File: src/rtl/replica_ctrl.sv
// Replica-chain job controller: shifts city data in, runs opt/settle/exchange
// iterations, shifts results out. Optional XCHG step: define REPLICA_CTRL_XCHG_EN.
package replica_ctrl_pkg;
  typedef enum logic [1:0] {
    NOP  = 2'd0,
    PREV = 2'd1,
    FOLW = 2'd2,
    SELF = 2'd3
  } replica_command_t;
endpackage

module replica_ctrl
  import replica_ctrl_pkg::*;
#(
  parameter int CITY_NUM    = 32,
  parameter int REPLICA_NUM = 4,
  parameter int SETTLE      = 10
) (
  input  logic                           clk,
  input  logic                           reset,
  input  logic                           start,
  input  logic [15:0]                    iter_num,
  output logic                           busy,
  output logic                           done,
  output logic                           sft_in,
  output logic                           sft_out,
  output logic [$clog2(CITY_NUM)-1:0]    city_idx,
  output logic [$clog2(REPLICA_NUM)-1:0] replica_idx,
  output replica_command_t [1:0]         command,
  output logic                           opt_en,
  output logic                           rbank
);

  localparam int CW = $clog2(CITY_NUM);
  localparam int RW = $clog2(REPLICA_NUM);
  localparam int BW = CW + RW;
  localparam int WW = $clog2(SETTLE + 1);
  localparam logic [BW-1:0] BEAT_LAST = BW'(CITY_NUM * REPLICA_NUM - 1);
  localparam logic [WW-1:0] WAIT_LAST = WW'(SETTLE - 1);

  typedef enum logic [2:0] {
    S_IDLE,
    S_SFTI,
    S_OPT,
    S_WAIT,
`ifdef REPLICA_CTRL_XCHG_EN
    S_XCHG,
`endif
    S_SFTO,
    S_DONE
  } state_t;

  state_t                 state_q, state_d;
  logic [BW-1:0]          beat_q, beat_d;
  logic [WW-1:0]          wait_q, wait_d;
  logic [15:0]            iter_q, iter_d;
  logic [15:0]            iter_num_q, iter_num_d;
  logic [15:0]            iter_inc;
  logic                   busy_q, busy_d;
  logic                   done_q, done_d;
  logic                   sft_in_q, sft_in_d;
  logic                   sft_out_q, sft_out_d;
  logic                   opt_en_q, opt_en_d;
  logic                   rbank_q, rbank_d;
  replica_command_t [1:0] cmd_q, cmd_d;

  // Beat counter packs {replica, city}; CITY_NUM is a power of two so the
  // low CW bits wrap exactly at the replica boundary.
  assign city_idx    = beat_q[CW-1:0];
  assign replica_idx = beat_q[BW-1:CW];
  assign busy        = busy_q;
  assign done        = done_q;
  assign sft_in      = sft_in_q;
  assign sft_out     = sft_out_q;
  assign opt_en      = opt_en_q;
  assign rbank       = rbank_q;
  assign command     = cmd_q;
  assign iter_inc    = iter_q + 16'd1;

  always_comb begin
    state_d    = state_q;
    beat_d     = beat_q;
    wait_d     = wait_q;
    iter_d     = iter_q;
    iter_num_d = iter_num_q;

    unique case (state_q)
      S_IDLE: begin
        if (start) begin
          state_d    = S_SFTI;
          beat_d     = '0;
          iter_d     = '0;
          iter_num_d = iter_num;
        end
      end
      S_SFTI: begin
        if (beat_q == BEAT_LAST) begin
          beat_d  = '0;
          state_d = (iter_num_q == 16'd0) ? S_SFTO : S_OPT;
        end else begin
          beat_d = beat_q + 1'b1;
        end
      end
      S_OPT: begin
        state_d = S_WAIT;
        wait_d  = '0;
      end
      S_WAIT: begin
        if (wait_q == WAIT_LAST) begin
`ifdef REPLICA_CTRL_XCHG_EN
          state_d = S_XCHG;
`else
          iter_d  = iter_inc;
          state_d = (iter_inc == iter_num_q) ? S_SFTO : S_OPT;
`endif
        end else begin
          wait_d = wait_q + 1'b1;
        end
      end
`ifdef REPLICA_CTRL_XCHG_EN
      S_XCHG: begin
        iter_d  = iter_inc;
        state_d = (iter_inc == iter_num_q) ? S_SFTO : S_OPT;
      end
`endif
      S_SFTO: begin
        if (beat_q == BEAT_LAST) begin
          beat_d  = '0;
          state_d = S_DONE;
        end else begin
          beat_d = beat_q + 1'b1;
        end
      end
      S_DONE:  state_d = S_IDLE;
      default: state_d = S_IDLE;
    endcase

    // Outputs are decoded from the next state so the registered copies line
    // up with the state they describe.
    busy_d    = (state_d != S_IDLE);
    done_d    = (state_d == S_DONE);
    sft_in_d  = (state_d == S_SFTI);
    sft_out_d = (state_d == S_SFTO);
    opt_en_d  = (state_d == S_OPT);
    cmd_d[0]  = NOP;
    cmd_d[1]  = NOP;
    if ((state_d == S_SFTI || state_d == S_SFTO) && beat_d[CW-1:0] == '0) begin
      cmd_d[0] = PREV;
      cmd_d[1] = PREV;
    end else if (state_d == S_OPT) begin
      cmd_d[0] = SELF;
      cmd_d[1] = SELF;
    end
`ifdef REPLICA_CTRL_XCHG_EN
    else if (state_d == S_XCHG) begin
      cmd_d[1] = iter_q[0] ? PREV : FOLW;
      cmd_d[0] = iter_q[0] ? FOLW : PREV;
    end
`endif
    rbank_d = rbank_q ^ ((cmd_q[0] != NOP) || (cmd_q[1] != NOP));
  end

  always_ff @(posedge clk) begin
    if (reset) begin
      state_q    <= S_IDLE;
      beat_q     <= '0;
      wait_q     <= '0;
      iter_q     <= '0;
      iter_num_q <= '0;
      busy_q     <= 1'b0;
      done_q     <= 1'b0;
      sft_in_q   <= 1'b0;
      sft_out_q  <= 1'b0;
      opt_en_q   <= 1'b0;
      rbank_q    <= 1'b0;
      cmd_q[0]   <= NOP;
      cmd_q[1]   <= NOP;
    end else begin
      state_q    <= state_d;
      beat_q     <= beat_d;
      wait_q     <= wait_d;
      iter_q     <= iter_d;
      iter_num_q <= iter_num_d;
      busy_q     <= busy_d;
      done_q     <= done_d;
      sft_in_q   <= sft_in_d;
      sft_out_q  <= sft_out_d;
      opt_en_q   <= opt_en_d;
      rbank_q    <= rbank_d;
      cmd_q      <= cmd_d;
    end
  end

endmodule
File: config.mk
export PLATFORM = sky130hd
export DESIGN_NAME = replica_ctrl
export DESIGN_NICKNAME = d
export VERILOG_FILES = /design/src/rtl/replica_ctrl.sv
export SDC_FILE = /design/constraint.sdc
export NUM_CORES = 1
export LEC_CHECK = 0
export BUFFER_PORTS_ARGS = -buffer_cell sky130_fd_sc_hd__buf_2
export CAP_MARGIN = 0
export CELL_PAD_IN_SITES_DETAIL_PLACEMENT = 1
export CELL_PAD_IN_SITES_GLOBAL_PLACEMENT = 2
export CORE_ASPECT_RATIO = 0.9
export CORE_MARGIN = 1.5
export CORE_UTILIZATION = 36
export DETAILED_ROUTE_END_ITERATION = 16
export GPL_TIMING_DRIVEN = 0
export PLACE_DENSITY = 0.82
export SLEW_MARGIN = 10
export SYNTH_ARGS = -nofsm -noshare
export SYNTH_HDL_FRONTEND = slang
export SYNTH_SLANG_ARGS = --single-unit
File: constraint.sdc
create_clock -name clk -period 7.2 [get_ports clk]
set_input_delay 0.36 -clock clk [delete_from_list [all_inputs] [get_ports clk]]
set_output_delay 0.36 -clock clk [all_outputs]
set_load 0.02 [all_outputs]
### Word-level counts from Yosys, hierarchy flattened

Index checks and enable logic that the tools add are counted.

| operators by class | value |
|---|---|
| equal/unequal tests | 14 |
| reductions and logical operators | 18 |
| muxes and demuxes | 17 |
| bitwise gates (word level) | 1 |
| add/subtract/negate cells | 3 |

Operators with widths:

| operator | count |
|---|---|
| $mux W16 | 2 |
| $pmux W16 S2 | 1 |
| $mux W3 | 7 |
| $add A16 B1 Y16 const B | 1 |
| $eq A16 B16 Y1 | 1 |
| $logic_not A16 Y1 | 1 |
| $pmux W3 S5 | 1 |
| $mux W7 | 2 |
| $pmux W7 S2 | 1 |
| $reduce_bool A2 Y1 | 5 |
| $eq A3 B2 Y1 const B | 3 |
| $eq A3 B3 Y1 const B | 3 |
| $mux W4 | 2 |
| $pmux W4 S2 | 1 |
| $add A7 B1 Y7 const B | 1 |
| $eq A7 B7 Y1 const B | 1 |
| $eq A3 B1 Y1 const B | 2 |
| $ne A2 B2 Y1 const B | 3 |
| $reduce_and A2 Y1 | 3 |
| $logic_not A5 Y1 | 1 |
| $add A4 B1 Y4 const B | 1 |
| $eq A4 B4 Y1 const B | 1 |
| $reduce_or A2 Y1 | 2 |
| $logic_not A3 Y1 | 1 |
| other kinds (5) | 6 |

| word-level totals | value |
|---|---|
| word-level logic and storage cells | 69 |
| bits in registers | 56 |
| output and inout bits | 17 |
| input bits | 19 |

### Depth between registers and ports, before layout

Gate-level depths: netlist (run 1).

| depth | value |
|---|---|
| depth in word-level cells | 9 |
| gate-level depth with buffers | 10 |
| depth with buffers taken out | 10 |

### Worst setup path after synthesis (run 1)

Ideal clock, no wire load.

| timing path | value |
|---|---|
| path kind | register -> register |
| start point | register iter_q[0] |
| end point | register cmd_q (netlist bit command[0]) |
| setup time | 0.119 ns |
| data required time | 7.081 ns |
| slack | 4.627 ns |
| stages on the path, launching flop included | 10 |
| data arrival time | 2.453 ns |
| path buffers | 0 |
| clock period less this slack | 2.573 ns |
| cell sequence | dfxtp_1 > ha_1 > nand3_1 > or2_4 > o41ai_2 > o21ai_1 > or3_1 > nand4b_4 > a21o_1 > o21bai_1 |

| on the way | value |
|---|---|
| word-level cells in the longest chain between the ends | 9 |
| elaborated cells between the ends (all ways) | 12 |
| those cells by class | add/sub (1); eq/ne (4); mux (5); reduce/logical (2) |

Ends and longest elaborated chain:

| what | RTL line | source |
|---|---|---|
| from (decl) | 56 | `logic [15:0] iter_q, iter_d;` |
| from (signal assigned) | 182 | `iter_q <= iter_d;` |
| $add A16 B1 Y16 (*) | 78 | `assign iter_inc = iter_q + 16'd1;` |
| $eq A16 B16 Y1 (*) | 114 | `state_d = (iter_inc == iter_num_q) ? S_SFTO : S_OPT;` |
| $mux W3 (*) | 114 |  |
| $mux W3 (*) | 109 | `if (wait_q == WAIT_LAST) begin` |
| $pmux W3 S5 (*) | 87 | `unique case (state_q)` |
| $eq A3 B1 Y1 / $eq A3 B3 Y1 (equally long branches) | 147 | `if ((state_d == S_SFTI \|\| state_d == S_SFTO) && beat_d[CW-1:0] == '0) begin` |
| $logic_or A1 B1 Y1 | 147 |  |
| $logic_and A1 B1 Y1 | 147 |  |
| $mux W3 (*) | 147 |  |
| to (signal assigned) | 190 | `cmd_q <= cmd_d;` |
| to (decl) | 65 | `replica_command_t [1:0] cmd_q, cmd_d;` |

Mark *: on every way between the ends. The rest lies on a longest branch, timed or not.
A chain may end at the register's enable or synchronous reset.

### Worst setup path in the final report (run 1)

Same ends and word-level chain as after synthesis.

==> impl_metrics.yaml, run 1 <==
synthesis:
  syn-cell-area_um2: 3010
  synth_top_area_cell: "dfxtp_1"
  yosys_warnings: 0
  synth_edf_count: 0
  synth_cell_types: 52
  syn_avg_cell_area_um2: 7.69
  async_flop_share_pct: 0
  synth_top_area_share_pct: 36.0
  synth_nets: 414
  yosysSeqAreaShare_pct: 36.0
  synth-seq-cells: 54
  synthCells: 391
  synth_area_leaders: "dfxtp_1 (36%), a21oi_1 (8.0%), nand2_1 (6.7%), nor2_1 (6.4%), xnor2_1 (5.2%)"
  ys.flop_type: "dfxtp_1"
sta:
  setup_viol: 0
  fin_tns_setup_ns: 0
  hold_violations: 0
  slew_headroom_pct: 41.3
  period_share_pct: 41.5
  clock.fmax_mhz: 335
  finClkSkew_ns: 0.00698
  final.min_clock_period_ns: 2.99
  setup_slack_ns: 4.21
  rsz0062_at_grt: "no"
  maxSlewViolCount: 0
  worst_pin_slew_ns: 0.879
worst_setup_path:
  path_max_fanout: 7
  path_cells: "ha_1 > nand3_1 > or2_4 > o41ai_2 > o21ai_1 > or3_1 > nand4b_4 > a21o_1 > o21bai_1"
  cp-end-kind: "flip-flop"
  startpoint_type: "flip-flop"
  cp_slowest_cell: "dfxtp_1"
  crit_required_ns: 7.41
  path_class: "flip-flop to flip-flop"
  arrival_ns: 3.20
  cpPeakStageDelay_ns: 0.52
placed_design:
  hpwl_um: 6630
  placed_cells: 525
  gp_congestion: 0.891
  post-place-ws_ns: 4.22
  portBuffers: 35
floorplanning:
  core.rowCount: 31
  core-area_um2: 8070
  die-area_um2: 8910
  ios: 36
  die_w_um: 99.3
  die_h_um: 89.7
  initial_core_util_pct: 37.3
drt:
  drc_errors: 0
  drt-pass1-iter-count: 4
  drt_iter0_drc: 116
  wl_um: 8800
  dr_total_vias: 2855
  final_antenna_net_count: 0
  wl_per_cell_um: 16.5
  vias_per_cell: 5.37
clock_tree:
  root_buffer: "clkbuf_8"
  hold_buffers: 0
  cts.clk_slew.worst_paths_ns: 0.10
  clock_sink_count: 54
  cts_tree: "yes"
  cts_buffer_depth: 2
  cts_buffers: 5
  clock_latency_ns: 0.31
  cts_setup_buffers: 0
  postCtsResizedCells: 0
  htreeDepth: 2
global_routing:
  grt_pass1_vias: 2733
  grt_max_degree: 16
  antenna_found_initial: 0
  grt_pass1_wl_um: 14400
  globalRouteOverflowTotal: 0
  grt.total_usage_pct: 20.4
cells_and_area:
  synthToLayoutAreaGrowth_pct: 13.7
  antenna_cells: 0
  utilization_pct: 42.4
  final_nets: 456
  drive_gt1_share_pct: 14.3
  stdcell_count: 532
power_and_ir_drop:
  power_density_nw_per_um2: 176
  p_leak_nw: 1.33
  ir_drop_mv: 0.0920
hold_path:
  min_path_type: "primary input to flip-flop"
run:
  drv_cap: 0
outcome:
  outcome: "completed"
final timing paths:
| check | startpoint | endpoint | slack (ns) | depth (start not counted) |
|---|---|---|---|---|
| setup / recovery | iter_q[0] | command[0] | 4.21 | 9 |
| hold / removal | iter_num[4] | iter_num_q[4] | 0.28 | 3 |
| hold reg to reg | wait_q[3] | wait_q[3] | 0.48 | 2 |
| setup reg to reg | iter_q[0] | command[0] | 4.21 | 9 |
per-layer routing:
layer / GRT usage (%) / wire [um]
met4: 4.48 / 96
met5: 0 / 0
met1: 29.5 / 4640
met3: 2.55 / 250
met2: 33.0 / 3820
flip-flops by register name, indices dropped and copies added, names as in the netlist:
register,cells
beat_q,7
busy,1
command,2
done,1
iter_num_q,16
iter_q,16
opt_en,1
rbank,1
sft_in,1
sft_out,1
state_q,3
wait_q,4
where the power goes:
group | internal [W] | switching, W | leakage (nW)
Sequential | 0.000307 | 0.00000866 | 0.439
Combinational | 0.0000278 | 0.0000436 | 0.834
Clock | 0.000112 | 0.000104 | 0.0573
placed cells by master (no fill, tap or decap), types with 3 or more instances in the layout:
cell type / Yosys / layout
nand2_1: 54 / 54
dfxtp_1: 54 / 54
nor2_1: 51 / 51
a21oi_1: 48 / 48
buf_2: 4 / 39
xnor2_1: 18 / 18
o21ai_0: 17 / 17
clkbuf_1: 14 / 14
nand3_1: 13 / 13
nor4_1: 11 / 11
xor2_1: 8 / 8
inv_1: 7 / 7
nand4_1: 6 / 6
nor2b_1: 6 / 6
clkbuf_8: 0 / 6
nand3b_1: 5 / 5
buf_4: 4 / 4
a31oi_1: 4 / 4
or3_1: 4 / 4
a211oi_1: 4 / 4
ha_1: 4 / 4
nor3_1: 3 / 3
buf_1: 3 / 3
o31ai_1: 3 / 3
and3_1: 3 / 3
a21o_1: 3 / 3
a22oi_1: 3 / 3
or4_1: 3 / 3
nor3b_1: 3 / 3
final cells by class:
cell class / count / area (um^2)
sequential: 54 / 1080
inverter: 7 / 26.3
clock inverter: 1 / 30.0
clock buffer: 6 / 82.6
timing repair buffer: 35 / 175
multi-input combinational: 304 / 1770
tap: 99 / 124
buffer: 26 / 125
fill: 1028 / 4650
synthesized netlist by cell type, types with 4 or more instances:
cell and instances:
dfxtp_1 54, nand2_1 54, nor2_1 51, a21oi_1 48, xnor2_1 18, o21ai_0 17, clkbuf_1 14, nand3_1 13
nor4_1 11, xor2_1 8, inv_1 7, nand4_1 6, nor2b_1 6, nand3b_1 5, a211oi_1 4, a31oi_1 4
buf_2 4, buf_4 4, ha_1 4, or3_1 4
worst max-delay path, delay by kind of cell, from the launching register on:
| kind | cells | cell delay [ns] |
|---|---|---|
| DFF | 1 | 0.52 |
| and+or+nand+nor | 4 | 1.24 |
| adders and majority gates | 1 | 0.34 |
| AOI/OAI and AO/OA | 4 | 0.78 |
logic make-up after synthesis:
group,Yosys count,synth area share (%)
DFF,54,36.0
xor gates and xnor gates,26,7.58
muxes,1,0.375
and+or+nand+nor,176,30.1
adders and majority gates,4,1.67
AOI/OAI and AO/OA,97,19.3
buffers and inverters,33,5.04
per-stage QoR:
stage | instance area, um^2 | power [W] | hold WS [ns]
finish | 3420 | 0.000603 | 0.278
global route | 3420 | 0.000628 | 0.279
CTS | 3420 | 0.000608 | 0.274
detailed placement | 3300 | 0.000394 | 0.463
global placement | 3300 | 0.000392 | 0.460
floorplan | 3010 | 0.000368 | 0.440
(Power assumes the default switching activity.)
==> run 2, diff against run 1 <==
--- a/config.mk
+++ b/config.mk
@@ -11,10 +11,10 @@
 export CELL_PAD_IN_SITES_GLOBAL_PLACEMENT = 2
 export CORE_ASPECT_RATIO = 0.9
 export CORE_MARGIN = 1.5
-export CORE_UTILIZATION = 36
+export CORE_UTILIZATION = 34
 export DETAILED_ROUTE_END_ITERATION = 16
 export GPL_TIMING_DRIVEN = 0
-export PLACE_DENSITY = 0.82
+export PLACE_DENSITY = 0.78
 export SLEW_MARGIN = 10
 export SYNTH_ARGS = -nofsm -noshare
 export SYNTH_HDL_FRONTEND = slang
==> constraint.sdc (replaced) <==
create_clock -name clk -period 2.85 [get_ports clk]
set_input_delay 0.1425 -clock clk [delete_from_list [all_inputs] [get_ports clk]]
set_output_delay 0.1425 -clock clk [all_outputs]
set_load 0.02 [all_outputs]
==> impl_metrics.yaml, run 2 (synthesis results as in run 1) <==
drt:
  final_antenna_net_count: 0
  wl_per_cell_um: 16.1
  drt-pass1-iter-count: 4
  vias_per_cell: 5.26
  drc_errors: 0
  wl_um: 8860
  dr_total_vias: 2902
  drt_iter0_drc: 71
sta:
  fin_tns_setup_ns: 0
  clock.fmax_mhz: 371
  hold_violations: 0
  slew_headroom_pct: 50.8
  final.min_clock_period_ns: 2.69
  rsz0062_at_grt: "no"
  finClkSkew_ns: 0.0103
  worst_pin_slew_ns: 0.731
  maxSlewViolCount: 0
  period_share_pct: 94.5
  setup_viol: 0
  setup_slack_ns: 0.156
cells_and_area:
  drive_gt1_share_pct: 16.4
  final_nets: 455
  antenna_cells: 0
  post-route-cell-area_um2: 3460
  utilization_pct: 40.4
  layout_common_cells: "nand2_1 (54), dfxtp_1 (52), nor2_1 (50)"
  top_regs: "iter_num_q x16, iter_q x16, beat_q x7"
  final_common_cell: "nand2_1"
  stdcell_count: 552
  synthToLayoutAreaGrowth_pct: 15.3
clock_tree:
  clock_latency_ns: 0.31
  cts_tree: "yes"
  hold_buffers: 0
  htreeDepth: 2
  root_buffer: "clkbuf_8"
  cts_setup_buffers: 0
  cts_buffers: 5
  clock_sink_count: 54
  cts.clk_slew.worst_paths_ns: 0.10
  cts_buffer_depth: 2
floorplanning:
  die_w_um: 102
  die_h_um: 92.2
  ios: 36
  die-area_um2: 9410
  core.rowCount: 32
  core-area_um2: 8570
  initial_core_util_pct: 35.1
worst_setup_path:
  path_class: "flip-flop to flip-flop"
  path_max_fanout: 7
  arrival_ns: 2.89
  startpoint_type: "flip-flop"
  crit_required_ns: 3.05
  cp-end-kind: "flip-flop"
placed_design:
  hpwl_um: 6690
  gp_congestion: 0.812
  portBuffers: 35
  placed_cells: 545
  post-place-ws_ns: -0.0982
  placed_area_um2: 3330
outcome:
  outcome: "completed"
global_routing:
  grt_max_degree: 17
  antenna_found_initial: 0
  globalRouteOverflowTotal: 0
  grt_pass1_vias: 2888
  grt_pass1_wl_um: 14700
  grt.total_usage_pct: 20.0
run:
  drv_cap: 0
hold_path:
  min_path_type: "primary input to flip-flop"
power_and_ir_drop:
  power_density_nw_per_um2: 433
  ir_drop_mv: 0.316
  p_leak_nw: 1.33
-- run 2: metal layers --
| metal | GRT usage [%] | wire length (um) |
|---|---|---|
| met1 | 28.7 | 4580 |
| met2 | 31.2 | 3930 |
| met3 | 3.13 | 220 |
| met4 | 4.57 | 124 |
| met5 | 0 | 0 |
-- run 2: path summary, 6_finish.rpt --
| check | cells after the start | to | from | slack (ns) |
|---|---|---|---|---|
| worst max-delay path | 9 | command[0] | iter_q[0] | 0.16 |
| worst min-delay path | 3 | iter_num_q[13] | iter_num[13] | 0.06 |
| worst max register to register | 9 | command[0] | iter_q[0] | 0.16 |
| worst min register to register | 2 | wait_q[3] | wait_q[3] | 0.48 |
-- run 2: worst max-delay path, stage by stage, from the launching register on --
cell and delay (ns):
dfxtp_2 0.43, ha_2 0.28, nand3_2 0.19, or2_4 0.32, o41ai_2 0.34, o21ai_1 0.09
or3_1 0.39, nand4b_4 0.20, a21o_1 0.19, o21bai_1 0.14
-- run 2: where the power goes --
group	internal [W]	switching (W)	leakage [nW]
clock	0.000259	0.000264	0.0579
sequential	0.000775	0.0000218	0.440
combinational	0.0000707	0.000111	0.833
-- run 2: final cells by class --
class,instances,area (um^2)
Buffer,25,121
Inverter,7,26.3
Fill cell,1131,5100
Clock buffer,5,68.8
Timing Repair Buffer,35,175
Clock inverter,3,40.0
Multi-Input combinational cell,304,1800
Tap cell,119,149
Sequential cell,54,1080
-- run 2: per-stage QoR --
step,hold slack (ns),total power [W]
finish,0.0587,0.00150
global route,0.0579,0.00158
CTS,0.0511,0.00153
detailed placement,0.394,0.000994
global placement,0.387,0.000992
floorplan,0.272,0.000929
-- run 2: timing repair --
item	in CTS	in global routing
resized for setup	3	5
endpoints found under the hold margin	0	0
setup endpoints to repair	4	10
